[src/rtl/cpu_fetch_unit_pkg.sv]
// Shared definitions for the prefetching instruction-fetch front end.
package cpu_fetch_unit_pkg;

    localparam int unsigned CPU_XLEN = 32;

    typedef enum logic [1:0] {
        AXI_RESP_OKAY   = 2'b00,
        AXI_RESP_EXOKAY = 2'b01,
        AXI_RESP_SLVERR = 2'b10,
        AXI_RESP_DECERR = 2'b11
    } axi_resp_e;

    function automatic logic resp_is_error(input logic [1:0] resp);
        return resp != AXI_RESP_OKAY;
    endfunction

endpackage

[src/rtl/cpu_fetch_unit_fetch_queue.sv]
// Synchronous FIFO with wrap-bit pointers; DEPTH must be a power of 2, >= 2.
module fetch_queue #(
    parameter int unsigned WIDTH = 8,
    parameter int unsigned DEPTH = 4
) (
    input  logic                     i_Clock,
    input  logic                     w_Reset,
    input  logic                     flush,
    input  logic                     push,
    input  logic [WIDTH-1:0]         push_data,
    input  logic                     pop,
    output logic [WIDTH-1:0]         head_data,
    output logic                     empty,
    output logic [$clog2(DEPTH):0]   count
);

    localparam int unsigned AW = $clog2(DEPTH);
    localparam logic [AW:0] PTR_ONE = (AW+1)'(1);

    logic [WIDTH-1:0] mem [DEPTH];
    logic [AW:0]      wr_ptr;
    logic [AW:0]      rd_ptr;
    logic             full;
    logic             do_push;
    logic             do_pop;

    assign empty     = (wr_ptr == rd_ptr);
    assign full      = (wr_ptr[AW] != rd_ptr[AW]) && (wr_ptr[AW-1:0] == rd_ptr[AW-1:0]);
    assign count     = wr_ptr - rd_ptr;
    assign do_pop    = pop && !empty;
    // a push into a full queue is legal only alongside a pop
    assign do_push   = push && (!full || do_pop);
    assign head_data = mem[rd_ptr[AW-1:0]];

    always_ff @(posedge i_Clock) begin
        if (w_Reset || flush) begin
            wr_ptr <= '0;
            rd_ptr <= '0;
        end else begin
            if (do_push) begin
                mem[wr_ptr[AW-1:0]] <= push_data;
                wr_ptr              <= wr_ptr + PTR_ONE;
            end
            if (do_pop) begin
                rd_ptr <= rd_ptr + PTR_ONE;
            end
        end
    end

endmodule

[src/rtl/cpu_fetch_unit.sv]
// Prefetching AXI-Lite instruction fetch with credit-limited issue and redirect flush.
// Optional FETCH_PERF_COUNTERS_EN adds saturating fetch/redirect/empty-stall counters.
module cpu_fetch_unit
    import cpu_fetch_unit_pkg::*;
#(
    parameter int unsigned     XLEN            = CPU_XLEN,
    parameter int unsigned     QUEUE_DEPTH     = 4,
    parameter int unsigned     MAX_OUTSTANDING = 2,
    parameter logic [XLEN-1:0] RESET_PC        = '0
) (
    input  logic            i_Clock,
    input  logic            w_Reset,
    input  logic            i_Enable,
    input  logic            i_Redirect_Valid,
    input  logic [XLEN-1:0] i_Redirect_PC,
    output logic            o_Instr_Valid,
    input  logic            i_Instr_Ready,
    output logic [XLEN-1:0] o_Instruction,
    output logic [XLEN-1:0] o_Instr_PC,
    output logic            o_Instr_Error,
    output logic [XLEN-1:0] m_axil_araddr,
    output logic            m_axil_arvalid,
    input  logic            m_axil_arready,
    input  logic [XLEN-1:0] m_axil_rdata,
    input  logic [1:0]      m_axil_rresp,
    input  logic            m_axil_rvalid,
    output logic            m_axil_rready
`ifdef FETCH_PERF_COUNTERS_EN
    ,
    output logic [31:0]     o_Fetch_Count,
    output logic [31:0]     o_Redirect_Count,
    output logic [31:0]     o_Empty_Stall_Count
`endif
);

    localparam int unsigned   CW      = $clog2(QUEUE_DEPTH) + 1;
    localparam int unsigned   EW      = 2 * XLEN + 1;
    localparam logic [CW-1:0] CNT_ONE = CW'(1);
    localparam logic [CW-1:0] MAX_OUT = CW'(MAX_OUTSTANDING);
    localparam logic [CW-1:0] DEPTH_C = CW'(QUEUE_DEPTH);
    localparam logic [XLEN-1:0] PC_STEP  = XLEN'(4);
    localparam logic [XLEN-1:0] PC_ALIGN = ~XLEN'(3);

    logic [XLEN-1:0] fetch_pc;
    logic [CW-1:0]   discard;
    logic [CW-1:0]   outstanding;
    logic [CW-1:0]   occupancy;
    logic [CW-1:0]   outstanding_next;
    logic [CW-1:0]   occupancy_next;
    logic            ar_hs;
    logic            r_hs;
    logic            pop_hs;
    logic            push_en;
    logic            issue;
    logic            pending_stale;
    logic            q_empty;
    logic            addr_empty;
    logic [EW-1:0]   q_head;
    logic [EW-1:0]   q_push_data;
    logic [XLEN-1:0] beat_pc;

    // Issued-address FIFO: its occupancy is exactly the outstanding read count.
    fetch_queue #(
        .WIDTH (XLEN),
        .DEPTH (QUEUE_DEPTH)
    ) u_addr_fifo (
        .i_Clock   (i_Clock),
        .w_Reset   (w_Reset),
        .flush     (1'b0),
        .push      (ar_hs),
        .push_data (m_axil_araddr),
        .pop       (r_hs),
        .head_data (beat_pc),
        .empty     (addr_empty),
        .count     (outstanding)
    );

    fetch_queue #(
        .WIDTH (EW),
        .DEPTH (QUEUE_DEPTH)
    ) u_instr_queue (
        .i_Clock   (i_Clock),
        .w_Reset   (w_Reset),
        .flush     (i_Redirect_Valid),
        .push      (push_en),
        .push_data (q_push_data),
        .pop       (pop_hs),
        .head_data (q_head),
        .empty     (q_empty),
        .count     (occupancy)
    );

    assign m_axil_rready = 1'b1;
    assign ar_hs         = m_axil_arvalid && m_axil_arready;
    assign r_hs          = m_axil_rvalid && !addr_empty;
    assign pending_stale = m_axil_arvalid && !m_axil_arready;
    assign pop_hs        = o_Instr_Valid && i_Instr_Ready && !i_Redirect_Valid;
    assign push_en       = r_hs && (discard == '0) && !i_Redirect_Valid;
    assign q_push_data   = {resp_is_error(m_axil_rresp), beat_pc, m_axil_rdata};

    assign o_Instr_Valid = !q_empty;
    assign o_Instruction = q_empty ? '0   : q_head[XLEN-1:0];
    assign o_Instr_PC    = q_empty ? '0   : q_head[2*XLEN-1:XLEN];
    assign o_Instr_Error = q_empty ? 1'b0 : q_head[2*XLEN];

    always_comb begin
        outstanding_next = outstanding + CW'(ar_hs) - CW'(r_hs);
        occupancy_next   = i_Redirect_Valid ? '0 : occupancy + CW'(push_en) - CW'(pop_hs);
        issue = i_Enable && !i_Redirect_Valid && (!m_axil_arvalid || ar_hs)
             && (outstanding_next < MAX_OUT)
             && ((outstanding_next + occupancy_next) < DEPTH_C);
    end

    // fetch_pc advances when an address is loaded into araddr rather than at the
    // handshake, so a stale AR completing after a redirect cannot disturb it.
    always_ff @(posedge i_Clock) begin
        if (w_Reset) begin
            m_axil_arvalid <= 1'b0;
            m_axil_araddr  <= '0;
            fetch_pc       <= RESET_PC;
            discard        <= '0;
        end else begin
            if (issue) begin
                m_axil_arvalid <= 1'b1;
                m_axil_araddr  <= fetch_pc;
                fetch_pc       <= fetch_pc + PC_STEP;
            end else if (ar_hs) begin
                m_axil_arvalid <= 1'b0;
            end
            if (i_Redirect_Valid) begin
                fetch_pc <= i_Redirect_PC & PC_ALIGN;
                discard  <= outstanding_next + CW'(pending_stale);
            end else if (r_hs && (discard != '0)) begin
                discard <= discard - CNT_ONE;
            end
        end
    end

`ifdef FETCH_PERF_COUNTERS_EN
    always_ff @(posedge i_Clock) begin
        if (w_Reset) begin
            o_Fetch_Count       <= '0;
            o_Redirect_Count    <= '0;
            o_Empty_Stall_Count <= '0;
        end else begin
            if (pop_hs && (o_Fetch_Count != '1))
                o_Fetch_Count <= o_Fetch_Count + 32'd1;
            if (i_Redirect_Valid && (o_Redirect_Count != '1))
                o_Redirect_Count <= o_Redirect_Count + 32'd1;
            if (i_Instr_Ready && !o_Instr_Valid && (o_Empty_Stall_Count != '1))
                o_Empty_Stall_Count <= o_Empty_Stall_Count + 32'd1;
        end
    end
`endif

endmodule
[config.mk]
export PLATFORM = sky130hd
export DESIGN_NAME = cpu_fetch_unit
export DESIGN_NICKNAME = d
export VERILOG_FILES = /design/src/rtl/cpu_fetch_unit_pkg.sv /design/src/rtl/cpu_fetch_unit_fetch_queue.sv /design/src/rtl/cpu_fetch_unit.sv
export SDC_FILE = /design/constraint.sdc
export NUM_CORES = 1
export LEC_CHECK = 0
export CAP_MARGIN = 20
export CORE_ASPECT_RATIO = 1.1
export CORE_MARGIN = 5
export CORE_UTILIZATION = 57
export DETAILED_ROUTE_END_ITERATION = 16
export PLACE_DENSITY_LB_ADDON = 0.2
export SYNTH_ARGS = -nofsm -noshare
export SYNTH_HDL_FRONTEND = slang
export SYNTH_SLANG_ARGS = --single-unit
[constraint.sdc]
create_clock -name i_Clock -period 6.3 [get_ports i_Clock]
set_clock_uncertainty 0.2 [all_clocks]
set_input_delay 1.89 -clock i_Clock [delete_from_list [all_inputs] [get_ports i_Clock]]
set_output_delay 1.89 -clock i_Clock [all_outputs]
set_load 0.02 [all_outputs]
==> metrics.md, run 1 <==
| Metric | Value |
|---|---|
| Fin crit share | about nine tenths |
| Slew HR | a little over 40% |
| PD cells | 283 mW/mm^2 |
| Hold Crit Start | fetch_pc[11]$_SDFFE_PP0P_ |
| Synth Flop Type | edfxtp_1 |
| Count of maximum capacitance violations | 0 |
| Clock sink count | 452 |
| Placed Instance Area | about 0.020 sq mm |
| All-Layer GR Usage | between 20% and 30% |
| Commonest non-fill, non-tap cell in the layout | edfxtp_1 |
| H-Tree Depth | 2 |
| Layout cells sized above 1 | between 10% and 20% |
| Drt drc | 0 |
| R2r startpoint | u_instr_queue.wr_ptr[0]$_SDFFE_PP0P_ |
| Crit path top cell by count | inv_1 |
| First-pass GRT wire length | about 57000 um |
| Cells after Synth | between 1000 and 1500 |
| Max Freq | between 150 and 200 MHz |
| Vias | roughly 9900 |
| Total CTS buffers | 44 |
| Final setup viols | 0 |
| IO Port Bufs | 165 |
| Data required, critical path | approximately 6600 ps |
| CP startpoint | m_axil_rvalid |
| Register bit total from synthesis | approximately 450 |
| Final instance area | approximately 0.022 sq mm |
| Sequential-to-total area share from yosys stat | 70.9% |
| Slew @ Worst Pin | approximately 900 ps |
| Largest net degree at the start of global routing | between 80 and 90 |
| Vias in the first global route | 10200 |
| Core area | ~0.031 sq mm |
| Die H | ~200 um |
| Ys async rst share | 0% |
| DR pass1 iterations | 7 |
| Hold buffer count at CTS | 0 |
| Routed wire length | approximately 36000 um |
| Half-perimeter wire length after placement | 22500 um |
| CTS tree | yes |
| VDD IR max | 0.219 mV |
| Critical Path End Type | flip-flop |
| Worst-path clk slew | ~60 ps |
| Crit path DAT | 6000 ps |
| CTS resizes | 0 |
| Hold Vio Cnt, Final | 0 |
| Critical path class | primary input to flip-flop |
| Worst skew pair latency | approximately 530 ps |
| Fin Setup TNS | 0 ps |
| Initial Utilization | 57.5% |
| Crit-path slowest cell | or4_1 |
| Initial antenna violation count | 0 |
| Die Area | ~0.035 sq mm |
| Routed wire per std cell | between 20 and 25 um |
| Chip Width | 180 um |
| Hold WC Path Type | flip-flop to flip-flop |
| Num ports | around 170 |
| DRT antenna net count | 0 |
| CTS root buffer | clkbuf_16 |
| Commonest non-fill, non-tap cells in the layout | edfxtp_1, clkdlybuf4s50_1, nand2_1 |
| ANT cells | 0 |
| Max Buffers Root-to-Sink | 3 |
| Post-synth EDFFs | between 300 and 400 |
| Vias per std cell | 5.77 |
| RePlAce Congestion | 0.870 |
| Cell row count | 68 |
| Synth warn | 0 |
| Yosys cell types | 60 |
| Critical Path, Cell by Cell | clkdlybuf4s50_1 -> inv_1 -> a31oi_1 -> inv_1 -> nor3_1 -> fa_1 -> inv_1 -> fa_1 -> inv_1 -> ha_1 -> nor2b_1 -> ha_1 -> and4b_1 -> o211ai_1 -> nor4_4 -> nor2_4 -> buf_12 -> or4_1 -> a31oi_1 |
| CP max stage delay | roughly 500 ps |
| Fin crit period | roughly 5800 ps |
| Critical path launch point type | primary input |
| Initial DRC count | ~750 |
| Status | complete, no violations |
| Layout area overhead | 20.8% |
| Setup Fix Bufs, Post-CTS | 0 |
| Syn Area/Cell | roughly 17 sq um |
| CP max FO | 29 |
| Slew Limit Fails | 0 |
| Area of the mapped netlist | ~0.018 sq mm |
| Final global-route overflow total | 0 |
| Fin nets | 1366 |
| RSZ-0062 raised after global routing | no |
| Leak Pwr | between 7 and 8 nW |
-- cell type report --
type                            count  area [sq um]
Clock buffer                       56          1250
Clock inverter                     24           171
Fill cell                        2131          9560
Inverter                           23          86.3
Multi-Input combinational cell    545          4910
Sequential cell                   452         12800
Tap cell                          420           526
Timing Repair Buffer              202          2030
-- worst paths after layout --
| kind | to | slack, ps | cells past startpoint |
|---|---|---|---|
| min | m_axil_araddr[11]$_SDFFE_PP0P_ | 280 | 2 |
| max | fetch_pc[30]$_SDFFE_PP0P_ | 550 | 19 |
| max reg2reg | fetch_pc[30]$_SDFFE_PP0P_ | 1580 | 17 |
| min reg2reg | m_axil_araddr[11]$_SDFFE_PP0P_ | 280 | 2 |
-- state kept, by name, summed over array words and instances, names as in the netlist, named ones only --
signal                cells
u_instr_queue.mem       252
u_addr_fifo.mem         120
fetch_pc                 30
m_axil_araddr            30
discard                   3
u_addr_fifo.rd_ptr        3
u_addr_fifo.wr_ptr        3
u_instr_queue.rd_ptr      3
u_instr_queue.wr_ptr      3
m_axil_arvalid            1
-- cell usage after synthesis, types with 3 or more instances --
library cell / instances / area, sq um
a211oi_1: 3 / 22.5
a21oi_1: 51 / 255
a22oi_1: 6 / 45.0
a311o_1: 3 / 30.0
a31oi_1: 18 / 113
and2_1: 75 / 469
buf_1: 12 / 45.0
buf_2: 7 / 35.0
buf_4: 7 / 52.6
clkbuf_1: 37 / 139
dfxtp_1: 80 / 1600
edfxtp_1: 372 / 11200
fa_1: 4 / 80.1
ha_1: 21 / 263
inv_1: 22 / 82.6
mux2i_1: 4 / 40.0
mux4_2: 93 / 2090
nand2_1: 106 / 398
nand2b_1: 9 / 56.3
nand3_1: 16 / 80.1
nand4_1: 7 / 43.8
nor2_1: 26 / 97.6
nor2b_1: 3 / 18.8
nor3_1: 8 / 40.0
o2111ai_1: 3 / 26.3
o21ai_0: 3 / 15.0
o22ai_1: 6 / 37.5
o311ai_0: 6 / 52.6
or3_1: 8 / 50.1
or4_1: 6 / 45.0
xnor2_1: 15 / 131
xor2_1: 4 / 35.0
-- power breakdown --
group          switching [W]  internal (W)
clock                0.00108       0.00146
sequential         0.0000366       0.00326
combinational       0.000171      0.000154
total                0.00128       0.00487
-- per-layer routing --
layer	GRT usage [%]	up-vias	part of all wire [%]
li1	-	4550	-
met1	29.4	5002	44
met2	33.7	328	49
met3	3.19	54	5.2
met4	4.49	0	1.8
met5	0	-	0
-- stage by stage --
stage,hold slack (ps),total power [W],util (%),instances,setup slack (ps)
detailed placement,271,0.00369,64.9,1642,29.1
CTS,277,0.00620,69.5,1722,565
finish,279,0.00616,69.5,1722,548
floorplan,240,0.00354,-,1084,300
global placement,262,0.00368,64.9,1642,121
global route,307,0.00637,69.5,1722,331
-- logic make-up (layout without fill, tap and decap cells) --
group / after synthesis / in the layout / synth area share, %
compound gates: 116 / 116 / 4.13
simple gates: 280 / 280 / 7.96
flops: 452 / 452 / 70.9
buf+inv: 87 / 305 / 2.05
xor+xnor: 21 / 21 / 1.10
mux: 98 / 98 / 11.9
other cells: 2 / 5 / 0.0417
fa+ha+maj: 25 / 25 / 1.90
-- worst max-delay path: cells and delay by family --
family          cells  cell delay, ps
fa+ha+maj           4            1250
buf+inv             6             870
compound gates      3             520
simple gates        6            1430
Power figures use the tool's default switching activity.
==> inputs of run 2 (changes only) <==
- CORE_UTILIZATION: 57 -> 40
- SETUP_SLACK_MARGIN: unset -> 0.4
- SLEW_MARGIN: unset -> 20
==> run 2 against run 1 <==
Critical path depth down 3; sequential power about the same; global-route usage down 4.7 points; count of clock-buffer cells in the layout up 6; final cell count up 9.6%; setup slack better by 79 ps; first-iteration DRC count down 21%; non-clock buffer count up 1; highest routed layer unchanged.
==> metrics.md, run 2 (synthesis gave the netlist of run 1 again) <==
| Metric | Value |
|---|---|
| Status | complete, no violations (unchanged) |
| Fin nets | 1371 (was 1366) |
| Worst-path clk slew | 60 ps (about the same) |
| Final setup viols | 0 (unchanged) |
| Slew @ Worst Pin | 918 ps (was 881 ps) |
| Initial DRC count | 592 (was 747) |
| VDD IR max | 0.194 mV (was 0.219 mV) |
| Half-perimeter wire length after placement | 23700 um (was 22500 um) |
| Data required, critical path | 6590 ps (was 6550 ps) |
| Worst skew pair latency | 570 ps (was 530 ps) |
| All-Layer GR Usage | 15.7% (was 20.4%) |
| Clock sink count | 452 (unchanged) |
| Count of maximum capacitance violations | 0 (unchanged) |
| Commonest non-fill, non-tap cell in the layout | edfxtp_1 (unchanged) |
| Initial antenna violation count | 0 (unchanged) |
| Hold Vio Cnt, Final | 0 (unchanged) |
| Num ports | 173 (unchanged) |
| DR pass1 iterations | 5 (was 7) |
| Drt drc | 0 (unchanged) |
| Layout area overhead | 21.7% (was 20.8%) |
| Hold buffer count at CTS | 0 (unchanged) |
| Max Buffers Root-to-Sink | 3 (unchanged) |
| Initial Utilization | 40.5% (was 57.5%) |
| Final WS setup | 627 ps (was 548 ps) |
| WHS | 274 ps (was 279 ps) |
| Slew HR | 38.8% (was 41.3%) |
| Leak Pwr | 7.05 nW (was 7.07 nW) |
| Utilization after layout | 49.3% (was 69.5%) |
| Fin crit period | 5670 ps (was 5750 ps) |
| Max Freq | 176 MHz (was 174 MHz) |
| CP max FO | 4 (was 29) |
| Max reg flops | 252 (unchanged) |
| Critical path class | primary input to flip-flop (unchanged) |
| PD cells | 280 mW/mm^2 (was 283 mW/mm^2) |
| Routed wire length | 39200 um (was 35900 um) |
| Total CTS buffers | 47 (was 44) |
| H-Tree Depth | 2 (unchanged) |
| Routed wire per std cell | 20.8 um (about the same) |
| CTS root buffer | clkbuf_16 (unchanged) |
| Dpl ws | -116 ps (was 29.1 ps) |
| Die H | 233 um (was 196 um) |
| Layout cells sized above 1 | 17.2% (was 17.1%) |
| Vias in the first global route | 10100 (was 10200) |
| Total power | 0.00613 W (was 0.00616 W) |
| Chip Width | 212 um (was 180 um) |
| RSZ-0062 raised after global routing | no (unchanged) |
| Final instance area | 0.0219 sq mm (was 0.0218 sq mm) |
| Die Area | 0.0494 sq mm (was 0.0353 sq mm) |
| CTS tree | yes (unchanged) |
| Placed Instance Area | 0.0205 sq mm (was 0.0203 sq mm) |
| Fill count | 3762 (was 2131) |
| Vias | 9794 (was 9934) |
| DRT antenna net count | 0 (unchanged) |
| Crit path DAT | 5960 ps (was 6000 ps) |
| Commonest non-fill, non-tap cells in the layout | edfxtp_1, clkdlybuf4s50_1, nand2_1 (unchanged) |
| Critical Path End Type | flip-flop (unchanged) |
| Critical path launch point type | primary input (unchanged) |
| Cell row count | 81 (was 68) |
| IO Port Bufs | 165 (unchanged) |
| Fin crit share | 90.0% (was 91.3%) |
| Hold WC Path Type | flip-flop to flip-flop (unchanged) |
| Core area | 0.0445 sq mm (was 0.0313 sq mm) |
| Slew Limit Fails | 0 (unchanged) |
| RePlAce Congestion | 0.857 (was 0.870) |
| Vias per std cell | 5.19 (was 5.77) |
| Largest net degree at the start of global routing | 67 (was 81) |
| First-pass GRT wire length | 59700 um (was 57400 um) |
| ANT cells | 0 (unchanged) |
| Final global-route overflow total | 0 (unchanged) |
-- run 2: cell count changes in the layout (fill, tap and decap cells not counted), moves of 2 or more --
cell | before | now
inv_1 | 22 | 20
clkinv_1 | 6 | 8
clkinvlp_4 | 7 | 3
clkbuf_1 | 6 | 13
buf_12 | 9 | 7
inv_2 | 0 | 2
buf_4 | 28 | 30
-- run 2: area by class of cell --
type	instances	area [sq um]	area share [%]
Clock inverter	20	110	0.502
Tap cell	581	727	3.32
Inverter	23	86.3	0.394
Sequential cell	452	12800	58.3
Multi-Input combinational cell	546	4950	22.6
Clock buffer	62	1250	5.71
Timing Repair Buffer	203	2020	9.21
-- run 2: per-stage QoR --
stage          TNS [ps]  std cells
3_5_place_dp      -1400       1797
4_1_cts               0       1879
5_1_grt               0       1887
6_report              0       1887
3_3_place_gp       -405       1797
2_1_floorplan         0       1084
-- run 2: report_power, final --
group	switching (W)	total [W]	internal [W]
combinational	0.000181	0.000338	0.000158
sequential	0.0000363	0.00330	0.00327
clock	0.00110	0.00249	0.00139
total	0.00131	0.00613	0.00482
-- run 2: layer usage --
layer  up-vias  GRT usage (%)  wire, um
li1       4551              -         -
met3        51           3.49      2030
met4         0           3.66       685
met1      4957           20.4     16600
met2       235           27.0     19900
met5         -              0         0
-- run 2: final timing paths --
path	slack (ps)	start	cells after the start	end
worst max-delay path	630	i_Instr_Ready	16	fetch_pc[20]$_SDFFE_PP0P_
worst min-delay path	270	fetch_pc[11]$_SDFFE_PP0P_	2	m_axil_araddr[11]$_SDFFE_PP0P_
worst min register to register	270	fetch_pc[11]$_SDFFE_PP0P_	2	m_axil_araddr[11]$_SDFFE_PP0P_
worst max register to register	1630	u_addr_fifo.wr_ptr[2]$_SDFFE_PP0P_	18	fetch_pc[20]$_SDFFE_PP0P_
-- run 2: critical path, stage by stage --
cell,delay (ps)
clkdlybuf4s50_1,590
nand3_1,140
fa_2,360
inv_1,70
fa_1,410
inv_1,70
ha_1,220
nor2b_1,130
ha_1,290
and4b_1,210
o211ai_1,180
nor4_4,500
nor2_4,100
buf_4,150
or4_1,490
a31oi_1,160
-- run 2: timing repair --
| action | CTS | global route |
|---|---|---|
| gates resized for setup | 0 | 12 |
| setup endpoints to repair | 0 | 59 |
| hold endpoints to repair | 0 | 0 |
| buffers inserted | 0 | 7 |
